**config.mk**
```make
export PLATFORM = sky130hd
export DESIGN_NAME = ram_req_bridge
export DESIGN_NICKNAME = d
export VERILOG_FILES = /design/src/rtl/ram_req_bridge.sv
export SDC_FILE = /design/constraint.sdc
export NUM_CORES = 1
export LEC_CHECK = 0
export CORE_AREA = 3 3 310 282
export DETAILED_ROUTE_END_ITERATION = 8
export DIE_AREA = 0 0 313 285
export GPL_TIMING_DRIVEN = 0
export PLACE_DENSITY = 0.54
export RECOVER_POWER = 100
export SLEW_MARGIN = 20
export SYNTH_ARGS = -nofsm -noshare
export SYNTH_HDL_FRONTEND = slang
export SYNTH_SLANG_ARGS = --single-unit
```
**constraint.sdc**
```tcl
create_clock -name clock -period 10.96 [get_ports clock]
set_clock_uncertainty 0.05 [all_clocks]
set_input_delay 1.644 -clock clock [delete_from_list [all_inputs] [get_ports clock]]
set_output_delay 1.644 -clock clock [all_outputs]
set_load 0.01 [all_outputs]
```
**src/rtl/ram_req_bridge.sv**
```systemverilog
// ram_req_bridge: valid/ready request front end for the sim RAM model.
// Serializes bursts, maps byte addresses to word indices, buffers responses.
module ram_req_bridge #(
  parameter logic [63:0] ADDR_BASE  = 64'h8000_0000,
  parameter int          RESP_DEPTH = 4
) (
  input  logic        clock,
  input  logic        reset,
  input  logic        req_valid,
  output logic        req_ready,
  input  logic [63:0] req_addr,
  input  logic        req_wen,
  input  logic [7:0]  req_len,
  input  logic        w_valid,
  output logic        w_ready,
  input  logic [63:0] w_data,
  input  logic [7:0]  w_strb,
  output logic        resp_valid,
  input  logic        resp_ready,
  output logic [63:0] resp_data,
  output logic        resp_last,
  output logic        resp_is_write,
  output logic [63:0] ram_rIdx,
  input  logic [63:0] ram_rdata,
  output logic [63:0] ram_wIdx,
  output logic [63:0] ram_wdata,
  output logic [63:0] ram_wmask,
  output logic        ram_wen
);
  localparam int PW = $clog2(RESP_DEPTH);
  localparam int CW = $clog2(RESP_DEPTH + 1);

  typedef enum logic [1:0] {
    IDLE,
    READ,
    WRITE,
    WRESP
  } state_t;

  state_t state, state_n;

  logic [63:0] idx;
  logic [63:0] ridx_q;
  logic [7:0]  beat_cnt;
  logic [7:0]  len;
  logic        stage_valid;
  logic        stage_last;

  logic [63:0] f_data [RESP_DEPTH];
  logic        f_last [RESP_DEPTH];
  logic        f_wr   [RESP_DEPTH];
  logic [PW-1:0] rd_ptr;
  logic [PW-1:0] wr_ptr;
  logic [CW-1:0] count;
  logic [CW:0]   occ;

  logic        accept;
  logic        issue;
  logic        wfire;
  logic        last_beat;
  logic        push;
  logic        pop;
  logic        push_last;
  logic        push_wr;
  logic [63:0] push_data;
  logic [63:0] mask;

  assign last_beat = beat_cnt == len;
  assign accept    = req_valid && req_ready;
  // Beats already buffered or in flight; same-cycle pops are ignored.
  assign occ = {1'b0, count} + (CW+1)'(stage_valid);

  always_comb begin
    state_n   = state;
    req_ready = 1'b0;
    w_ready   = 1'b0;
    issue     = 1'b0;
    wfire     = 1'b0;
    unique case (state)
      IDLE: begin
        req_ready = !reset && count == '0
                    && !stage_valid;
        if (req_valid && req_ready)
          state_n = req_wen ? WRITE : READ;
      end
      READ: begin
        issue = occ < (CW+1)'(RESP_DEPTH);
        if (issue && last_beat)
          state_n = IDLE;
      end
      WRITE: begin
        w_ready = 1'b1;
        wfire   = w_valid;
        if (wfire && last_beat)
          state_n = WRESP;
      end
      WRESP: state_n = IDLE;
      default: state_n = IDLE;
    endcase
  end

  always_comb begin
    mask = '0;
    for (int i = 0; i < 8; i++)
      mask[8*i +: 8] = {8{w_strb[i]}};
  end

  assign ram_rIdx  = issue ? idx : ridx_q;
  assign ram_wen   = wfire;
  assign ram_wIdx  = wfire ? idx : '0;
  assign ram_wdata = wfire ? w_data : '0;
  assign ram_wmask = wfire ? mask : '0;

  assign push      = stage_valid || state == WRESP;
  assign push_data = stage_valid ? ram_rdata : '0;
  assign push_last = stage_valid ? stage_last : 1'b1;
  assign push_wr   = !stage_valid;

  assign resp_valid    = count != '0;
  assign pop           = resp_valid && resp_ready;
  assign resp_data     = f_data[rd_ptr];
  assign resp_last     = f_last[rd_ptr];
  assign resp_is_write = f_wr[rd_ptr];

  always_ff @(posedge clock or posedge reset) begin
    if (reset)
      state <= IDLE;
    else
      state <= state_n;
  end

  always_ff @(posedge clock or posedge reset) begin
    if (reset) begin
      idx         <= '0;
      ridx_q      <= '0;
      beat_cnt    <= '0;
      len         <= '0;
      stage_valid <= 1'b0;
      stage_last  <= 1'b0;
    end else begin
      if (accept) begin
        idx      <= (req_addr >> 3)
                    - (ADDR_BASE >> 3);
        beat_cnt <= '0;
        len      <= req_len;
      end else if (issue || wfire) begin
        idx      <= idx + 64'd1;
        beat_cnt <= beat_cnt + 8'd1;
      end
      if (issue)
        ridx_q <= idx;
      stage_valid <= issue;
      stage_last  <= issue && last_beat;
    end
  end

  always_ff @(posedge clock or posedge reset) begin
    if (reset) begin
      rd_ptr <= '0;
      wr_ptr <= '0;
      count  <= '0;
    end else begin
      if (push)
        wr_ptr <= (wr_ptr == PW'(RESP_DEPTH - 1))
                  ? '0 : wr_ptr + 1'b1;
      if (pop)
        rd_ptr <= (rd_ptr == PW'(RESP_DEPTH - 1))
                  ? '0 : rd_ptr + 1'b1;
      if (push && !pop)
        count <= count + 1'b1;
      else if (!push && pop)
        count <= count - 1'b1;
    end
  end

  always_ff @(posedge clock) begin
    if (push) begin
      f_data[wr_ptr] <= push_data;
      f_last[wr_ptr] <= push_last;
      f_wr[wr_ptr]   <= push_wr;
    end
  end

endmodule

```
==> results.md <==
Synthesis
- **compound-cell area share of the yosys netlist** 0.0206
- **flops & latches, synth** 419
- **async set-or-reset flop fraction in the synthesized netlist** 0.370
- **post-synth design cell area** 19300 sq um
- **most repeated cell in the gate-level netlist after synthesis** sky130_fd_sc_hd__nand2_1
- **top_reg_cell synth** sky130_fd_sc_hd__edfxtp_1
- **portion of the post-synthesis area used by sequential elements** 0.611
- **number of enable-type register cells in the synthesized netlist** 264
- **post-synthesis share of cell area spent on and, or, nand and nor gates** 0.191
- **share of the synthesized area in the top cell type** 0.410
- **Cell variety after synth** 56
- **main combinational cell family by area after synthesis** simple AND/OR/NAND/NOR gates
- **mean cell area of the mapped netlist** 12.5 sq um
- **Warnings, synthesis** 0
- **largest area contributor in the netlist** sky130_fd_sc_hd__edfxtp_1
- **commonest cells in the netlist** sky130_fd_sc_hd__nand2_1 (290), sky130_fd_sc_hd__edfxtp_1 (264), sky130_fd_sc_hd__and2_1 (198), sky130_fd_sc_hd__dfrtp_1 (155), sky130_fd_sc_hd__mux4_2 (66)
- **Post-Synth XOR/XNOR Area** 0.0448
- **largest cells by area after synthesis** sky130_fd_sc_hd__edfxtp_1 (41%), sky130_fd_sc_hd__dfrtp_1 (20%), sky130_fd_sc_hd__mux4_2 (7.7%), sky130_fd_sc_hd__and2_1 (6.4%), sky130_fd_sc_hd__nand2_1 (5.6%)
- **adder-cell share of the synthesized area** 0.00686
- **Syn Nets** 1775
- **share of cell area taken by muxes after synthesis** 0.0876
- **instance count of the mapped netlist** 1551

Place
- **number of instances in the placed design** 3237
- **post-DP HPWL** 53100 microns
- **RD Place Congestion** 0.891
- **number of buffers inserted by port buffering** 536
- **Post-Place Cell Area** 26600 sq um

Detailed routing
- **remaining routing DRC violations** 0
- **initial detailed-routing violation count** 861
- **number of detailed-routing iterations run before antenna repair** 5
- **Final ANT Viol Nets** 0
- **total via count in the routed design** 14.5k
- **wire length per cell after detailed routing** 20.9 microns
- **routed wire length** 69700 microns
- **number of vias per cell after detailed routing** 4.34

Global route
- **GRT met3 Usage** 0.0497
- **via count of the first global-routing pass** 15.2k
- **met2 track utilization from global routing** 0.256
- **number of antenna violations at the first check in global routing** 29
- **GR peak layer** met2
- **global-route wire length before repair** 102000 microns
- **maximum number of pins on one net before global-route repair** 92
- **global-route congestion overflow total** 0
- **GRT Total Usage** 0.153
- **met1 usage** 0.188

Critical path
- **worst reg2reg path startpoint** state[1]
- **slowest library cell on the worst path** sky130_fd_sc_hd__clkbuf_1
- **launching element type of the critical path** input pin
- **endpoint arrival time on the critical path** 7390 ps
- **R2R Setup Slk** 6860 ps
- **cell-by-cell listing of the critical path** dlygate4sd3_1, clkinvlp_2, clkbuf_1
- **classification of the worst setup path** input pin to async pin
- **nature of the critical path endpoint** async pin
- **kind of cell adding the most delay to the critical path** buffers and inverters
- **Reg2Reg Depth** 11
- **critical path data required time** 10800 ps
- **Critical Path Fanout Max** 91
- **CP max stage delay** 2640 ps
- **RR Endpoint** idx[53]
- **total buffers and inverters traversed by the critical path** 3

Clock tree
- **Worst-Skew Late Latency** 610 ps
- **quantity of hold-fixing buffers added after cts** 0
- **clock-pin slew of the registers on the worst-case setup and hold paths** 50 ps
- **number of levels the H-tree was split into** 2
- **number of buffers added by the clock tree synthesis step** 48
- **CTS Sinks** 419
- **cells resized by post-CTS repair** 0
- **Longest Clk Path Bufs** 3
- **root buf cell** sky130_fd_sc_hd__clkbuf_16
- **TritonCTS clock tree** done
- **post-CTS setup buffer count** 0

Timing
- **aggregate negative setup slack** 0 ps
- **clock period minus final worst setup slack** 7550 ps
- **final cycle utilization of the critical path** 0.689
- **final-report setup violation count** 0
- **max-slew violation count** 158
- **final hold violation count** 0
- **Fmax achieved** 133 MHz
- **transition time at the pin with the least slew margin** 4310 ps
- **setup repair after global routing missed its margin** no
- **remaining max-slew budget at the tightest pin** -1.89
- **Hold WS** 419 ps

Cells and area
- **Layout fillers** 8510
- **fraction of layout instances using a drive strength above 1** 0.0963
- **FF/Latch Area** 11800 sq um
- **Area Overhead vs Synth** 43.7%
- **number of nets in the finished design** 2378
- **final core area utilization** 0.330
- **Non-Filler Cell Area, Final** 27800 sq um
- **area of combinational cells with multiple inputs** 6770 sq um
- **fin cells** 3336

Power and ir drop
- **register share of total power** 0.390
- **share of total power in combinational logic** 0.336
- **cell-internal power** 3940 uW
- **portion of total power attributed to the clock network** 0.273
- **Sw Pwr** 2000 uW
- **Power per Cell Area** 214 nW/um^2
- **Sw Ratio** 0.337
- **total leakage power** 0.0105 uW
- **Max IR drop VDD** 0.131 mV

Hold path
- **Hold Path Origin** ridx_q[34]
- **worst hold-check path type** flip-flop to flip-flop
- **hold-critical path endpoint** ridx_q[34]
- **cell depth of the worst min-delay path** 2

Floorplan
- **floorplan die area** 89200 sq um
- **die outline width** 313 microns
- **Boundary Pins** 540
- **FP Rows** 101
- **chip height** 285 microns
- **effective utilization at floorplan** 0.230
- **core region area** 84200 sq um

Status
- **violated checks** max-capacitance violations, max-slew violations
- **outcome** finished with violations

Flow run
- **maxcap violations** 2

-- registers in the layout (all words and copies together) (netlist names) --
register and flops:
beat_cnt 8, count 3, f_data 256, f_last 4, f_wr 4, idx 64
len 8, rd_ptr 2, ridx_q 64, stage_last 1, stage_valid 1, state 2
wr_ptr 2
-- logic make-up after synthesis --
| group | count (synthesis) |
|---|---|
| multiplexers | 86 |
| AO/OA/AOI/OAI | 70 |
| XOR/XNOR | 99 |
| adder cells (fa/ha/maj) | 10 |
| AND/OR/NAND/NOR | 725 |
| buffers and inverters | 142 |
| flip-flops | 419 |
-- worst max-delay path by stage --
| stage | to | cells past startpoint | from | slack (ps) |
|---|---|---|---|---|
| 2_1_floorplan | beat_cnt[0] | 1 | reset | 5090 |
| 3_3_place_gp | ridx_q[21] | 2 | reset | 2500 |
| 3_5_place_dp | ram_wdata[5] | 9 | w_valid | 4230 |
| 4_1_cts | ram_wdata[5] | 9 | w_valid | 4230 |
| 5_1_grt | ridx_q[56] | 3 | reset | 2170 |
| 6_report | ridx_q[21] | 3 | reset | 3410 |
-- layout by cell type (no fill, tap or decap), types with 41 or more instances in the layout --
cell type	count
sky130_fd_sc_hd__clkdlybuf4s50_1	286
sky130_fd_sc_hd__clkbuf_4	45
sky130_fd_sc_hd__nand2_1	290
sky130_fd_sc_hd__dfrtp_1	155
sky130_fd_sc_hd__and2_1	79
sky130_fd_sc_hd__nor2_1	61
sky130_fd_sc_hd__mux4_2	66
sky130_fd_sc_hd__dlygate4sd3_1	250
sky130_fd_sc_hd__and2_0	119
sky130_fd_sc_hd__clkbuf_16	49
sky130_fd_sc_hd__o21ai_0	41
sky130_fd_sc_hd__clkbuf_1	96
sky130_fd_sc_hd__xor2_1	44
sky130_fd_sc_hd__edfxtp_1	264
sky130_fd_sc_hd__xnor2_1	55
-- area by class of cell --
type / instances / area share
Multi-Input combinational cell: 990 / 0.244
Timing Repair Buffer: 553 / 0.195
Sequential cell: 419 / 0.425
Inverter: 14 / 0.00194
Buffer: 128 / 0.0249
Clock inverter: 21 / 0.00905
Antenna cell: 13 / 0.00117
Tap cell: 1133 / 0.0510
Clock buffer: 65 / 0.0481
-- metrics by stage --
| step | setup WS [ps] | total power, uW |
|---|---|---|
| 6_report | 3410 | 5940 |
| 5_1_grt | 2170 | 6290 |
| 4_1_cts | 4230 | 6200 |
| 3_5_place_dp | 4230 | 4530 |
| 3_3_place_gp | 2500 | 4480 |
| 2_1_floorplan | 5090 | 3310 |
-- power by group through the flow --
stage | clock (uW) | combinational, uW | sequential [uW]
2_1_floorplan | 0 | 1090 | 2220
3_3_place_gp | 0 | 2130 | 2350
3_5_place_dp | 0 | 2190 | 2340
4_1_cts | 1680 | 2210 | 2310
5_1_grt | 1740 | 2190 | 2360
6_report | 1620 | 2000 | 2320
-- layer usage --
metal | routed length [microns] | share of wire
met1 | 28000 | 0.40
met2 | 33800 | 0.48
met3 | 5960 | 0.086
met4 | 1740 | 0.025
met5 | 172 | 0.0025
-- worst reg2reg max path: stages, from the launching register on --
cell	delay (ps)
sky130_fd_sc_hd__dfrtp_1	490
sky130_fd_sc_hd__nand2_1	100
sky130_fd_sc_hd__or2_2	280
sky130_fd_sc_hd__clkbuf_1	240
sky130_fd_sc_hd__clkinv_1	460
sky130_fd_sc_hd__a21o_1	190
sky130_fd_sc_hd__clkbuf_1	490
sky130_fd_sc_hd__clkbuf_1	640
sky130_fd_sc_hd__nand4_1	450
sky130_fd_sc_hd__nor2_1	310
sky130_fd_sc_hd__xnor2_1	150
sky130_fd_sc_hd__a22oi_1	90
Power figures use the tool's default switching activity.
